File: src/rtl/tcm_arbiter_pkg.sv
// Shared types and bus-width macros for the two-master TCM arbiter.
// The macros fall back to the femto defaults when no platform header defined them first.
`ifndef TCM_VA_WIDTH
`define TCM_VA_WIDTH 16
`endif
`ifndef BUS_WIDTH
`define BUS_WIDTH 32
`endif
`ifndef BUS_ACC_WIDTH
`define BUS_ACC_WIDTH 2
`endif
`ifndef BUS_ACC_1B
`define BUS_ACC_1B 2'd0
`endif
`ifndef BUS_ACC_2B
`define BUS_ACC_2B 2'd1
`endif
`ifndef BUS_ACC_4B
`define BUS_ACC_4B 2'd2
`endif

package tcm_arbiter_pkg;

    // Which master, if any, has an accepted request waiting for its response.
    typedef enum logic [1:0] {
        IDLE   = 2'b00,
        WAIT_I = 2'b01,
        WAIT_D = 2'b10
    } arb_state_t;

    typedef enum logic {
        GNT_I = 1'b0,
        GNT_D = 1'b1
    } grant_t;

    typedef struct packed {
        logic [`TCM_VA_WIDTH-1:0]  addr;
        logic                      w_rb;
        logic [`BUS_ACC_WIDTH-1:0] acc;
        logic [`BUS_WIDTH-1:0]     wdata;
    } bus_req_t;

endpackage

File: src/rtl/tcm_arbiter_rr_pick2.sv
// Two-way picker: round-robin against the last grant when RR != 0, otherwise dbus always wins.
module tcm_arbiter_rr_pick2
    import tcm_arbiter_pkg::*;
#(
    parameter int RR = 1
) (
    input  logic   req_i,
    input  logic   req_d,
    input  grant_t last,
    output logic   gnt_valid,
    output grant_t gnt
);

    // NOTE: every output of a combinational block gets a default first, so no path leaves it unassigned and infers a latch.
    always_comb begin
        gnt_valid = req_i | req_d;
        gnt       = GNT_D;
        if (req_i && req_d) begin
            gnt = (RR != 0 && last == GNT_D) ? GNT_I : GNT_D;
        end else if (req_i) begin
            gnt = GNT_I;
        end
    end

endmodule

File: src/rtl/tcm_arbiter.sv
// Arbitrates the ibus and dbus masters onto one TCM controller port. Requests are held by
// the masters; fault comes back in the issue cycle, resp/rdata exactly one cycle later.
module tcm_arbiter
    import tcm_arbiter_pkg::*;
#(
    parameter int RR = 1
) (
    input  logic                      clk,
    input  logic                      rst,

    input  logic [`TCM_VA_WIDTH-1:0]  i_addr,
    input  logic                      i_w_rb,
    input  logic [`BUS_ACC_WIDTH-1:0] i_acc,
    input  logic [`BUS_WIDTH-1:0]     i_wdata,
    input  logic                      i_req,
    output logic [`BUS_WIDTH-1:0]     i_rdata,
    output logic                      i_resp,
    output logic                      i_fault,

    input  logic [`TCM_VA_WIDTH-1:0]  d_addr,
    input  logic                      d_w_rb,
    input  logic [`BUS_ACC_WIDTH-1:0] d_acc,
    input  logic [`BUS_WIDTH-1:0]     d_wdata,
    input  logic                      d_req,
    output logic [`BUS_WIDTH-1:0]     d_rdata,
    output logic                      d_resp,
    output logic                      d_fault,

    output logic [`TCM_VA_WIDTH-1:0]  s_addr,
    output logic                      s_w_rb,
    output logic [`BUS_ACC_WIDTH-1:0] s_acc,
    output logic [`BUS_WIDTH-1:0]     s_wdata,
    output logic                      s_req,
    input  logic [`BUS_WIDTH-1:0]     s_rdata,
    input  logic                      s_resp,
    input  logic                      s_fault
);

    arb_state_t state, state_nxt;
    grant_t     last_gnt, gnt;
    bus_req_t   i_bus, d_bus, win_bus, s_hold;
    logic       cand_i, cand_d, can_issue, gnt_valid, issue;

    assign i_bus = '{addr: i_addr, w_rb: i_w_rb, acc: i_acc, wdata: i_wdata};
    assign d_bus = '{addr: d_addr, w_rb: d_w_rb, acc: d_acc, wdata: d_wdata};

    // A master still waiting for its response keeps req high; it must not be issued twice.
    assign cand_i    = i_req && (state != WAIT_I);
    assign cand_d    = d_req && (state != WAIT_D);
    assign can_issue = (state == IDLE) || s_resp;

    tcm_arbiter_rr_pick2 #(
        .RR (RR)
    ) u_pick (
        .req_i     (cand_i),
        .req_d     (cand_d),
        .last      (last_gnt),
        .gnt_valid (gnt_valid),
        .gnt       (gnt)
    );

    assign issue   = can_issue && gnt_valid && !rst;
    assign win_bus = (gnt == GNT_D) ? d_bus : i_bus;

    assign s_req = issue;
    assign {s_addr, s_w_rb, s_acc, s_wdata} = issue ? win_bus : s_hold;

    // Read data is shared and only meaningful while the matching resp is high.
    assign i_rdata = s_rdata;
    assign d_rdata = s_rdata;

    always_comb begin
        state_nxt = state;
        i_resp    = 1'b0;
        d_resp    = 1'b0;
        i_fault   = 1'b0;
        d_fault   = 1'b0;

        unique case (state)
            WAIT_I: if (s_resp) begin
                i_resp    = 1'b1;
                state_nxt = IDLE;
            end
            WAIT_D: if (s_resp) begin
                d_resp    = 1'b1;
                state_nxt = IDLE;
            end
            default: ;
        endcase

        if (issue) begin
            if (s_fault) begin
                if (gnt == GNT_D) d_fault = 1'b1;
                else              i_fault = 1'b1;
                state_nxt = IDLE;
            end else begin
                state_nxt = (gnt == GNT_D) ? WAIT_D : WAIT_I;
            end
        end
    end

    // NOTE: sequential state uses non-blocking assignments so every register samples pre-edge values.
    always_ff @(posedge clk or posedge rst) begin
        if (rst) begin
            state    <= IDLE;
            last_gnt <= GNT_D;
            s_hold   <= '0;
        end else begin
            state <= state_nxt;
            if (issue) begin
                last_gnt <= gnt;
                s_hold   <= win_bus;
            end
        end
    end

endmodule

File: config.mk
export PLATFORM = sky130hd
export DESIGN_NAME = tcm_arbiter
export DESIGN_NICKNAME = d
export VERILOG_FILES = /design/src/rtl/tcm_arbiter_pkg.sv /design/src/rtl/tcm_arbiter_rr_pick2.sv /design/src/rtl/tcm_arbiter.sv
export SDC_FILE = /design/constraint.sdc
export NUM_CORES = 1
export LEC_CHECK = 0
export CORE_AREA = 2 2 100 102
export CTS_CLUSTER_DIAMETER = 60
export DETAILED_ROUTE_END_ITERATION = 8
export DIE_AREA = 0 0 102 104
export PLACE_DENSITY = 0.8
export SYNTH_ARGS = -nofsm -noshare
export SYNTH_HDL_FRONTEND = slang
export SYNTH_SLANG_ARGS = --single-unit
export TNS_END_PERCENT = 30
File: constraint.sdc
create_clock -name clk -period 6 [get_ports clk]
set_input_delay 0.6 -clock clk [delete_from_list [all_inputs] [get_ports clk]]
set_output_delay 0.6 -clock clk [all_outputs]
set_load 0.05 [all_outputs]
# Word level (Yosys, flattened, before mapping)
# Index checks and enable logic that the tools add are counted.
[op_classes]
eq_ne = 4
n_mux = 19
n_bitwise = 1
reduce_logical = 12
[ops]
columns = ["operator", "n"]
rows = [
  ["51-bit 2-to-1 mux", 2],
  ["1-bit 2-to-1 mux", 12],
  ["2-bit 2-to-1 mux", 5],
  ["1-bit logical AND", 5],
  ["2-bit nonzero test", 2],
  ["2-bit by 1-bit equality test with 1-bit output (second input constant)", 1],
  ["2-bit equality test (second input constant)", 1],
  ["2-bit logical NOT", 1],
  ["2-bit by 1-bit inequality test with 1-bit output (second input constant)", 1],
  ["2-bit inequality test (second input constant)", 1],
  ["2-bit AND reduction", 1],
  ["2-bit OR reduction", 1],
  ["1-bit logical NOT", 1],
  ["1-bit logical OR", 1],
  ["1-bit OR", 1],
]
[word_totals]
reg_bits = 54
input_bits = 140
wordCells = 42

# Depth between registers and ports, before layout
[logic_depth]
ltp_word = 7
ltp_mapped = 8
mapped_depth_nobuf = 6

# Cells and area by module
# A second synthesis with hierarchy kept.
[unflattened]
hier_cells = 256
area_unflattened_um2 = 3259.4
[by_module_without_submodules]
columns = ["module", "instances", "cells_per_inst", "area_per_inst_um2", "seq_area_each_um2"]
rows = [
  ["tcm_arbiter", 1, 253, 3244.4, 1352.5],
  ["tcm_arbiter_rr_pick2", 1, 3, 15.0, 0.0],
]

# Worst setup path before layout
# OpenSTA, ideal clock, no wires.
[synth_path]
path_kind = "input to output"
startpoint = "in rst"
endpoint = "out s_acc[0]"
arrival_ns = 3.372
setup_slack_ns = 2.028
cell_stages = 6
path_buffers = 2
cell_sequence = "inv_1 -> o221a_2 -> buf_2 -> buf_2 -> nor2_1 -> a31oi_1"
[synth_between]
elab_chain_cells = 3
[synth_rtl]
columns = ["element", "line_no", "rtl"]
rows = [
  ["start: declaration", "tcm_arbiter.sv:9", "input logic rst,"],
  ["1-bit logical NOT (no source line)", "--", ""],
  ["1-bit logical AND", "tcm_arbiter.sv:62", "assign issue = can_issue && gnt_valid && !rst;"],
  ["51-bit 2-to-1 mux", "--", ""],
  ["end: declaration", "tcm_arbiter.sv:31", "output logic [`BUS_ACC_WIDTH-1:0] s_acc,"],
]
# Every way passes these cells.

# Worst setup path after layout
[layout_path]
startpoint = "in i_req"
endpoint = "out s_addr[8]"
[layout_between]
elab_chain_cells = 5
word_cells_on_any_way = 9
classes_between = "mux: 4; bitwise: 1; reduce/logical: 4"
[layout_rtl]
columns = ["element", "line_no", "rtl"]
rows = [
  ["start: declaration", "tcm_arbiter.sv:15", "input logic i_req,"],
  ["1-bit logical AND *", "tcm_arbiter.sv:48", "assign cand_i = i_req && (state != WAIT_I);"],
  ["1-bit 2-to-1 mux, or another cell as far along", "tcm_arbiter_rr_pick2.sv:20", "end else if (req_i) begin"],
  ["1-bit 2-to-1 mux / 1-bit logical AND (equally long branches)", "tcm_arbiter_rr_pick2.sv:18, tcm_arbiter.sv:62", ""],
  ["51-bit 2-to-1 mux / 1-bit logical AND (equally long branches)", "tcm_arbiter.sv:63, tcm_arbiter.sv:62", ""],
  ["51-bit 2-to-1 mux *", "--", ""],
  ["end: declaration", "tcm_arbiter.sv:29", "output logic [`TCM_VA_WIDTH-1:0] s_addr,"],
]
# Mark *: on every way between the ends. The rest lies on a longest branch, timed or not.

==> impl_metrics.tcl <==
set metrics [dict create \
    cts.repair.resized 0 \
    portBuffers 163 \
    root_buffer "clkbuf_8" \
    drtIter0Drc 81 \
    clkTransAtPathRegs_ns 0.10 \
    final_cell_mix "163 x clkdlybuf4s50_1, 107 x nand2_1, 53 x nor2_1, 53 x dfrtp_1, 51 x a31oi_1" \
    ys_warn_count 0 \
    avgSynthCellArea_um2 8.36 \
    ir_worst_vdd_uv 303 \
    antenna_found_initial 0 \
    power_leakage_uw 0.00176 \
    critPathCaptureType "output port" \
    worst_pin_slew_ns 1.16 \
    hold_class "reg -> reg" \
    min_from "last_gnt" \
    r2r-start "state[0]" \
    cts_setup_buffers 0 \
    syn_area_um2 3090 \
    rows 36 \
    clock_skew_ns 0.00489 \
    cts.path.max_buffers 2 \
    hpwlAfterDp_um 6080 \
    cp-start-kind "input port" \
    insertion_delay_ns 0.30 \
    hold_ws_ns 0.547 \
    die-height_um 104 \
    cap_violations 0 \
    fillers 931 \
    hold_violations 0 \
    die_w_um 102 \
    ys_ff_latch 54 \
    grt_usage 0.155 \
    synthCells 370 \
    status "finished clean" \
    final_common_cell "clkdlybuf4s50_1" \
    synth_nets 513 \
    coreArea_um2 9550 \
    cp_data_arrival_time_ns 3.50 \
    place_ws_ns 1.85 \
    grt_pass1_wl_um 13300 \
    pin_count 260 \
    n_antenna_cell 0 \
    cp_max_fo 109 \
    synth_top_area_frac 0.429 \
    max_freq_ghz 0.244 \
    p_per_area_nw_per_um2 559 \
    cts_buffers 5 \
    grt_setup_unrepaired "no" \
    criticalPathCategory "in -> out" \
    grt_pass1_vias 2769 \
    setup_violations 0 \
    tns_ns 0 \
    cts_sinks 54 \
    vias_per_cell 4.72 \
    fin_crit_sh 0.683 \
    design.final.nets 597 \
    cts-hold-fix-buffers 0 \
    routed_wl_um 8470 \
    cts_tree "done" \
    cp-startpoint "i_req" \
    ys_types 24 \
    crit_required_ns 5.40 \
    final.setup.worst_slack_ns 1.90 \
    num_vias 2774 \
    grt-ovfl-total 0 \
    drc 0 \
    syn_to_final_growth_pct 39.7 \
    yosysTopAreaCell "dfrtp_1" \
    initial_core_util 0.324 \
    grt_max_degree 110 \
    firstDrtPassIters 4 \
    dieArea_um2 10600 \
    ant_nets 0 \
    max-slew-margin-rel 0.225 \
    gp_congestion 0.767 \
    min_period_ns 4.10 \
    wl_per_cell_um 14.4 \
    drive_gt1_frac 0.0352 \
    htreeDepth 2 \
    seq_area_frac_synth 0.437 \
    drv_slew 0 \
    synth.area.top_cells "dfrtp_1 43%, buf_4 16%, nand2_1 13%, a31oi_1 10%, nor2_1 6.4%" \
]
-- worst max-delay path: stages --
cell and delay (ns):
clkdlybuf4s50_1 0.45, nor2b_2 0.20, o221a_4 0.95, nor2_1 0.10, a31oi_1 0.24, clkdlybuf4s50_1 0.85
-- synth_stat cells, drive strengths merged --
master,instances
a31oi,51
nand2,109
o22ai,2
dfstp,1
nor2b,2
and2,3
buf,80
o221a,1
clkbuf,7
ha,3
nor2,53
dfrtp,53
or3b,1
inv,3
o21a,1
-- layout make-up --
class | instances | area [um^2] | area share
Inverter | 3 | 11.3 | 0.00261
Sequential cell | 54 | 1350 | 0.313
Timing Repair Buffer | 164 | 1640 | 0.379
Clock inverter | 1 | 5.00 | 0.00116
Tap cell | 133 | 166 | 0.0385
Multi-Input combinational cell | 226 | 1060 | 0.246
Clock buffer | 7 | 86.3 | 0.0200
-- power by group --
part           internal, uW  leakage [uW]  switching [uW]  total, uW
combinational           516       0.00111            1090       1610
clock                  93.6     0.0000482             119        212
sequential              542      0.000604            53.2        595
total                  1150       0.00176            1260       2410
-- worst paths after layout --
kind	endpoint	slack (ns)	cells past startpoint
hold / removal	last_gnt	0.55	1
max in group asynchronous	s_hold[7]	4.66	3
min in group asynchronous	s_hold[37]	0.86	3
setup / recovery	s_addr[8]	1.90	6
setup reg to reg	s_hold[10]	3.58	6
hold reg to reg	last_gnt	0.55	1
-- stage by stage --
| step | cells | area (um^2) | util | total power, uW |
|---|---|---|---|---|
| floorplan | 370 | 3090 | - | 1840 |
| detailed placement | 580 | 4230 | 0.443 | 2220 |
| CTS | 588 | 4320 | 0.453 | 2440 |
| global route | 588 | 4320 | 0.453 | 2550 |
| finish | 588 | 4320 | 0.453 | 2410 |
| global placement | 580 | 4230 | 0.443 | 2190 |
-- flip-flops by register name, summed over array words and instances (netlist names) --
signal    count
s_hold       51
last_gnt      1
state         2
-- logic make-up after synthesis --
| logic type | synth area share |
|---|---|
| compound gates | 0.113 |
| buf+inv | 0.222 |
| fa+ha+maj | 0.0121 |
| flops | 0.437 |
| simple gates | 0.215 |
-- per-layer routing --
metal / share of wire / up-vias / wire [um] / GRT usage
li1: - / 1303 / - / -
met1: 0.38 / 1318 / 3240 / 0.171
met2: 0.50 / 110 / 4260 / 0.277
met3: 0.078 / 43 / 665 / 0.0376
met4: 0.036 / 0 / 309 / 0.0638
met5: 0 / - / 0 / 0
No activity file was read; power rests on OpenSTA's default activity.
